## src/rtl/sync_fifo_param.sv

```systemverilog
// Single-clock FIFO with occupancy count, almost-full/empty thresholds and sticky error flags.
// Define SYNC_FIFO_FWFT_EN for first-word-fall-through reads; otherwise dout is registered on each accepted read.
module sync_fifo_param #(
  parameter int DATA_W    = 8,
  parameter int DEPTH     = 16,
  parameter int AF_THRESH = DEPTH - 2,
  parameter int AE_THRESH = 2
) (
  input  logic                     clk,
  input  logic                     rst,
  input  logic                     wr_en,
  input  logic [DATA_W-1:0]        din,
  input  logic                     rd_en,
  input  logic                     clr_err,
  output logic [DATA_W-1:0]        dout,
  output logic                     full,
  output logic                     empty,
  output logic                     almost_full,
  output logic                     almost_empty,
  output logic [$clog2(DEPTH):0]   count,
  output logic                     overflow,
  output logic                     underflow
);

  localparam int PTR_W = $clog2(DEPTH);
  localparam int CNT_W = PTR_W + 1;
  localparam logic [CNT_W-1:0] FULL_C = CNT_W'(DEPTH);
  localparam logic [CNT_W-1:0] AF_C   = CNT_W'(AF_THRESH);
  localparam logic [CNT_W-1:0] AE_C   = CNT_W'(AE_THRESH);

  logic [DATA_W-1:0] mem [DEPTH];
  logic [PTR_W-1:0]  wr_ptr;
  logic [PTR_W-1:0]  rd_ptr;
  logic              wr_acc;
  logic              rd_acc;
  logic [CNT_W-1:0]  count_next;

  // Acceptance looks only at registered flags, so a same-cycle read never frees room for a write.
  assign wr_acc     = wr_en && !full;
  assign rd_acc     = rd_en && !empty;
  assign count_next = count + CNT_W'(wr_acc) - CNT_W'(rd_acc);

  always_ff @(posedge clk) begin
    if (wr_acc) begin
      mem[wr_ptr] <= din;
    end
  end

  always_ff @(posedge clk) begin
    if (rst) begin
      wr_ptr       <= '0;
      rd_ptr       <= '0;
      count        <= '0;
      full         <= 1'b0;
      empty        <= 1'b1;
      almost_full  <= 1'b0;
      almost_empty <= 1'b1;
      overflow     <= 1'b0;
      underflow    <= 1'b0;
    end else begin
      if (wr_acc) begin
        wr_ptr <= wr_ptr + 1'b1;
      end
      if (rd_acc) begin
        rd_ptr <= rd_ptr + 1'b1;
      end
      count        <= count_next;
      full         <= (count_next == FULL_C);
      empty        <= (count_next == '0);
      almost_full  <= (count_next >= AF_C);
      almost_empty <= (count_next <= AE_C);
      // A fresh error in the clearing cycle takes priority over clr_err.
      if (wr_en && full) begin
        overflow <= 1'b1;
      end else if (clr_err) begin
        overflow <= 1'b0;
      end
      if (rd_en && empty) begin
        underflow <= 1'b1;
      end else if (clr_err) begin
        underflow <= 1'b0;
      end
    end
  end

`ifdef SYNC_FIFO_FWFT_EN
  // Head word is visible whenever the FIFO holds data; zero when empty so stale words never leak.
  assign dout = empty ? '0 : mem[rd_ptr];
`else
  always_ff @(posedge clk) begin
    if (rst) begin
      dout <= '0;
    end else if (rd_acc) begin
      dout <= mem[rd_ptr];
    end
  end
`endif

endmodule

```

## config.mk

```make
export PLATFORM = sky130hd
export DESIGN_NAME = sync_fifo_param
export DESIGN_NICKNAME = d
export VERILOG_FILES = /design/src/rtl/sync_fifo_param.sv
export SDC_FILE = /design/constraint.sdc
export NUM_CORES = 1
export LEC_CHECK = 0
export CAP_MARGIN = 20
export CORE_MARGIN = 1
export CORE_UTILIZATION = 25
export DETAILED_ROUTE_END_ITERATION = 10
export PLACE_DENSITY = 0.36
export SLEW_MARGIN = 20
export SYNTH_ARGS = -nofsm -noshare
export SYNTH_HDL_FRONTEND = slang
export SYNTH_SLANG_ARGS = --single-unit
export TNS_END_PERCENT = 5
```

## constraint.sdc

```tcl
create_clock -name clk -period 4.3 [get_ports clk]
set_clock_uncertainty 0.05 [all_clocks]
set_input_delay 0.43 -clock clk [delete_from_list [all_inputs] [get_ports clk]]
set_output_delay 0.43 -clock clk [all_outputs]
set_load 0.05 [all_outputs]
```

==> run_results.csv, run 1 <==
group,metric,value,unit
pwr,power.share.clock,36.6,%
route,totalWireLength,14300,µm
setup_path,crit_slowest_cell,"nor2b_1",
clock_tree,htreeDepth,4,
grt,grt_max_degree,23,
sta,rsz0062_at_grt,"false",
run,drv_cap,0,
finish,seqCellArea,4390,µm²
sta,period_needed,2.96,ns
die,rows,56,
finish,diodes,0,
pwr,switching_share,29.2,%
pwr,power.leakage,2.30,nW
grt,grt_pass1_wl,21200,µm
clock_tree,clk_pin_slew_worst_paths,0.06,ns
sta,tns,0,ns
grt,overflow,0,
setup_path,path_buf_inv,3,
clock_tree,insertion_delay,0.42,ns
clock_tree,holdBufCountCts,0,
place,placed_cell_area,6750,µm²
route,drt_iter0_markers,195,
sta,hold_viol,0,
pwr,p_sw,1.23,mW
synth,synth_seq_cells,155,
finish,fillers,2363,
route,dr_wl_met2,6950,µm
sta,worst_slew_pin_slew,0.965,ns
die,die_height,158,µm
setup_path,worst_path_dominant_cell_family,"adder cells",
route,dr_total_vias,3082,
pwr,p_int,2.99,mW
route,drc,0,
die,dieWidth,158,µm
synth,ys.warnings.count,0,
synth,netlist_area,6080,µm²
sta,fmax,338,MHz
pwr,finalPower,4.23,mW
synth,ys_seq_area_share,72.2,%
setup_path,path_max_fanout,9,
clock_tree,ctsResizeCount,0,
route,wl_met1,6780,µm
route,wl_met3,320,µm
route,vias_per_cell,4.25,
finish,post-route-util,31.0,%
sta,layout_worst_path_cycle_share,68.8,%
clock_tree,root_buffer,"clkbuf_16",
die,start_util,25.7,%
route,drtAntennaViolNets,0,
setup_path,critPathKind,"input port to flop",
setup_path,crit_required,4.56,ns
finish,multi_input_area,1560,µm²
setup_path,crit_path_start_kind,"input port",
synth,synth_cell_types,32,
setup_path,critPathArrivalTime,3.22,ns
sta,slew_violations,0,
outcome,status,"complete, no violations",
clock_tree,cts_setup_buffers,0,
finish,nNetsFinal,418,
finish,layout-area-overhead-vs-synth,20.9,%
setup_path,cp-end-kind,"flop",
pwr,peakVddDrop,174,µV
finish,fin_area,7350,µm²
setup_path,path_cells,"clkdlybuf4s50_1 -> nor2b_1 -> inv_1 -> ha_1 -> inv_1 -> ha_1 -> fa_1 -> a21o_1 -> a21oi_1 -> xnor2_1 -> a41o_1",
pwr,p_per_area,575,nW/µm²
clock_tree,cts.sinks,155,
sta,relSlewSlack,35.4,%
finish,drive_above_1_share,13.8,%
place,gp_congestion,0.701,
place,post-place-ws,0.907,ns
synth,syn_avg_cell_area,17.0,µm²
grt,grt_use_total,12.4,%
grt,antenna_found_initial,1,
place,io_buffers,31,
sta,setup_viol,0,
die,dieArea,24900,µm²
finish,layout_common_cells,"edfxtp_1 (128), mux2i_1 (37), clkdlybuf4s50_1 (31)",
pwr,pwr-share-comb,20.7,%
clock_tree,cts_tree,"built",
sta,timing.final.ws_setup,1.34,ns
clock_tree,clock_path_buffers,2,
hold_path,hp-class,"flop to flop",
pwr,pwr-share-seq,42.7,%
setup_path,cp_slowest_stage_delay,0.49,ns
place,dp_hpwl,9190,µm
route,dr.pass1.iters,4,
route,top_layer_used,"met4",
die,core_area,23700,µm²
route,wl_per_cell,19.7,µm
grt,grt_pass1_vias,3267,
synth,syn-num-nets,381,
die,num_io_pins,32,
synth,postSynthCellCount,357,
clock_tree,numCtsBuffers,17,
finish,mostFrequentLayoutCell,"edfxtp_1",
==> final cells by class <==
type / count / share of cell area, %
clock inverter: 12 / 2.23
sequential: 155 / 59.7
tap: 319 / 5.43
inverter: 9 / 0.460
clock buffer: 20 / 5.94
multi-input combinational: 173 / 21.3
timing repair buffer: 38 / 4.94
==> routing by layer <==
metal	global-route usage, %	up-vias
met5	0	-
met4	5.04	0
met3	2.76	17
met2	20.3	41
met1	15.8	1570
li1	-	1454
==> synth_stat cells (all sizes together) <==
cell type	instances	share of area (%)
nand3	1	0.082
o21ai	8	0.66
a21o	2	0.25
mux2i	37	6.1
a21oi	3	0.25
mux4	18	6.7
nor3	4	0.33
nand4	1	0.10
clkbuf	9	0.56
edfxtp	128	63
and3b	1	0.14
inv	9	0.56
nor4b	1	0.14
xnor2	4	0.58
a32oi	7	1.0
fa	1	0.33
nor2b	6	0.62
nand2b	3	0.31
a22oi	17	2.1
and2	1	0.10
buf	11	0.99
dfxtp	27	8.9
or3b	1	0.14
xor2	6	0.86
o22ai	1	0.10
ha	10	2.1
nor2	29	1.8
a41o	2	0.33
mux2	1	0.19
nand2	8	0.49
==> per-stage QoR <==
step / hold WS, ns / std cells
detailed placement: 0.430 / 694
global route: 0.467 / 726
floorplan: 0.437 / 357
global placement: 0.435 / 694
CTS: 0.445 / 726
finish: 0.445 / 726
==> power groups by stage <==
stage	clock network [mW]	registers, mW	logic, mW
2_1_floorplan	0	1.98	0.452
4_1_cts	1.58	1.81	0.891
3_5_place_dp	0	1.84	0.888
6_report	1.54	1.81	0.874
3_3_place_gp	0	1.84	0.896
5_1_grt	1.63	1.82	0.955
==> flip-flops by register name, indices dropped and copies added (netlist names), 4 cells and up <==
signal  flops
mem       128
rd_ptr      4
wr_ptr      4
dout        8
count       5
==> tightest hold or removal path, stage by stage, from the launching register on <==
cell	delay, ns
dfxtp_1	0.34
a32oi_1	0.06
o21ai_1	0.06
==> cells by family (layout without fill, tap and decap cells) <==
family / count (synthesis) / count (layout) / share of synthesized area (%)
AOI/OAI and AO/OA: 40 / 40 / 4.70
DFF: 155 / 155 / 72.2
adders and majority gates: 11 / 11 / 2.39
muxes: 56 / 56 / 13.0
and+or+nand+nor: 56 / 56 / 4.26
buffers and inverters: 29 / 79 / 2.10
xor gates and xnor gates: 10 / 10 / 1.44
==> final timing paths <==
check	startpoint	end	slack (ns)	cells past startpoint
max	wr_en	almost_empty	1.34	11
min	dout[0]	dout[0]	0.44	2
max reg2reg	full	almost_empty	1.47	10
min reg2reg	dout[0]	dout[0]	0.44	2
Note: power is estimated with default switching activity, not from simulation.
==> run 2: changes to the inputs <==
clock period = 2.75 ns   (was 4.3 ns; I/O delays follow)
==> run_results.csv, run 2 (synthesized netlist as in run 1, its figures left out) <==
group,metric,value,unit
finish,multi_input_area,1560,µm²
grt,grt_use_total,12.5,%
die,die_height,158,µm
die,num_io_pins,32,
finish,largest_reg_flops,128,
clock_tree,cts_tree,"built",
clock_tree,ctsResizeCount,0,
clock_tree,holdBufCountCts,0,
finish,layout_common_cells,"edfxtp_1 (128), mux2i_1 (37), buf_4 (32)",
grt,antenna_found_initial,0,
finish,largest-register,"mem",
clock_tree,clk_pin_slew_worst_paths,0.06,ns
finish,seqCellArea,4390,µm²
pwr,p_per_area,895,nW/µm²
die,dieArea,24900,µm²
route,dr_total_vias,3207,
setup_path,crit_required,3.01,ns
grt,grt_max_degree,20,
pwr,power.share.clock,36.4,%
route,dr.pass1.iters,4,
sta,layout_worst_path_cycle_share,88.8,%
setup_path,critPathArrivalTime,2.70,ns
route,drt_iter0_markers,200,
pwr,pwr-share-seq,41.3,%
finish,drive_above_1_share,19.0,%
clock_tree,root_buffer,"clkbuf_16",
finish,layout-area-overhead-vs-synth,24.6,%
pwr,finalPower,6.78,mW
grt,grt_pass1_wl,21300,µm
outcome,status,"complete, no violations",
sta,relSlewSlack,49.4,%
setup_path,crit_path_start_kind,"input port",
die,core_area,23700,µm²
sta,setup_viol,0,
finish,fin_area,7570,µm²
clock_tree,cts.sinks,155,
pwr,peakVddDrop,311,µV
sta,slew_violations,0,
route,drc,0,
place,placed_cell_area,6950,µm²
clock_tree,numCtsBuffers,17,
place,dp_hpwl,9530,µm
route,vias_per_cell,4.27,
setup_path,critPathKind,"input port to flop",
finish,top_regs,"mem: 128 flops, dout: 8 flops, count: 5 flops",
route,drtAntennaViolNets,0,
clock_tree,htreeDepth,4,
route,wl_per_cell,19.1,µm
hold_path,hp-class,"flop to flop",
clock_tree,clock_path_buffers,2,
grt,overflow,0,
sta,tns,0,ns
pwr,pwr-share-comb,22.3,%
place,io_buffers,31,
die,dieWidth,158,µm
sta,hold_viol,0,
run,drv_cap,0,
finish,diodes,0,
grt,grt_pass1_vias,3318,
sta,fmax,409,MHz
clock_tree,cts_setup_buffers,0,
place,gp_congestion,0.708,
die,start_util,25.7,%
pwr,p_sw,1.92,mW
pwr,p_int,4.86,mW
pwr,power.leakage,2.46,nW
sta,rsz0062_at_grt,"false",
finish,fillers,2358,
finish,nNetsFinal,444,
setup_path,path_max_fanout,5,
die,rows,56,
finish,mostFrequentLayoutCell,"edfxtp_1",
setup_path,cp-end-kind,"flop",
sta,period_needed,2.44,ns
pwr,switching_share,28.4,%
sta,worst_slew_pin_slew,0.757,ns
route,totalWireLength,14300,µm
clock_tree,insertion_delay,0.43,ns
run 2: cell types whose count changed in the layout (fill, tap and decap cells not counted), sizes merged:
cell / change
clkinvlp: -1
clkbuf: -2
clkinv: +1
bufinv: +1
buf: +26
run 2: metrics by stage:
stage / util [%] / setup slack (ns) / std cells / hold slack (ns)
floorplan: - / 0.0380 / 357 / 0.308
global placement: 29.4 / -0.0736 / 720 / 0.425
detailed placement: 29.4 / -0.113 / 720 / 0.418
CTS: 32.0 / 0.291 / 751 / 0.433
global route: 32.0 / 0.100 / 751 / 0.450
finish: 32.0 / 0.308 / 751 / 0.429
run 2: layer usage:
layer	vias up	GRT usage, %	wire length, µm
met5	-	0	0
met4	0	4.35	218
met3	16	3.23	462
met2	43	20.4	7090
met1	1640	15.8	6550
li1	1508	-	-
run 2: worst max-delay path, cell delays in order:
cell and delay, ns:
clkdlybuf4s50_1 0.48, nor2b_1 0.17, inv_1 0.06, ha_1 0.27, inv_1 0.04, ha_1 0.20, fa_1 0.41, a21o_1 0.18
a21oi_1 0.17, xnor2_1 0.16, a41o_1 0.27
run 2: power groups by stage:
stage | Sequential (mW) | Combinational, mW | Clock [mW]
after floorplan | 3.09 | 0.707 | 0
after global placement | 2.86 | 1.54 | 0
after detailed placement | 2.86 | 1.53 | 0
after CTS | 2.81 | 1.54 | 2.52
after global routing | 2.82 | 1.64 | 2.61
final | 2.80 | 1.51 | 2.47
run 2: cell type report:
| cell class | count | share of cell area (%) |
|---|---|---|
| Clock buffer | 18 | 5.67 |
| Clock inverter | 13 | 2.53 |
| Inverter | 9 | 0.446 |
| Multi-Input combinational cell | 173 | 20.7 |
| Sequential cell | 155 | 57.9 |
| Tap cell | 319 | 5.27 |
| Timing Repair Buffer | 64 | 7.53 |
run 2: worst paths after layout:
| kind | from | endpoint | slack (ns) | cells past startpoint |
|---|---|---|---|---|
| worst min register to register | dout[1] | dout[1] | 0.43 | 2 |
| worst max register to register | full | empty | 0.33 | 10 |
| worst max-delay path | wr_en | empty | 0.31 | 11 |
| worst min-delay path | dout[1] | dout[1] | 0.43 | 2 |
==> run 3: changes to the inputs <==
CAP_MARGIN = unset   (was 20)
==> results of run 3 <==
Final layout, timing and power as in run 2 (identical DEF).
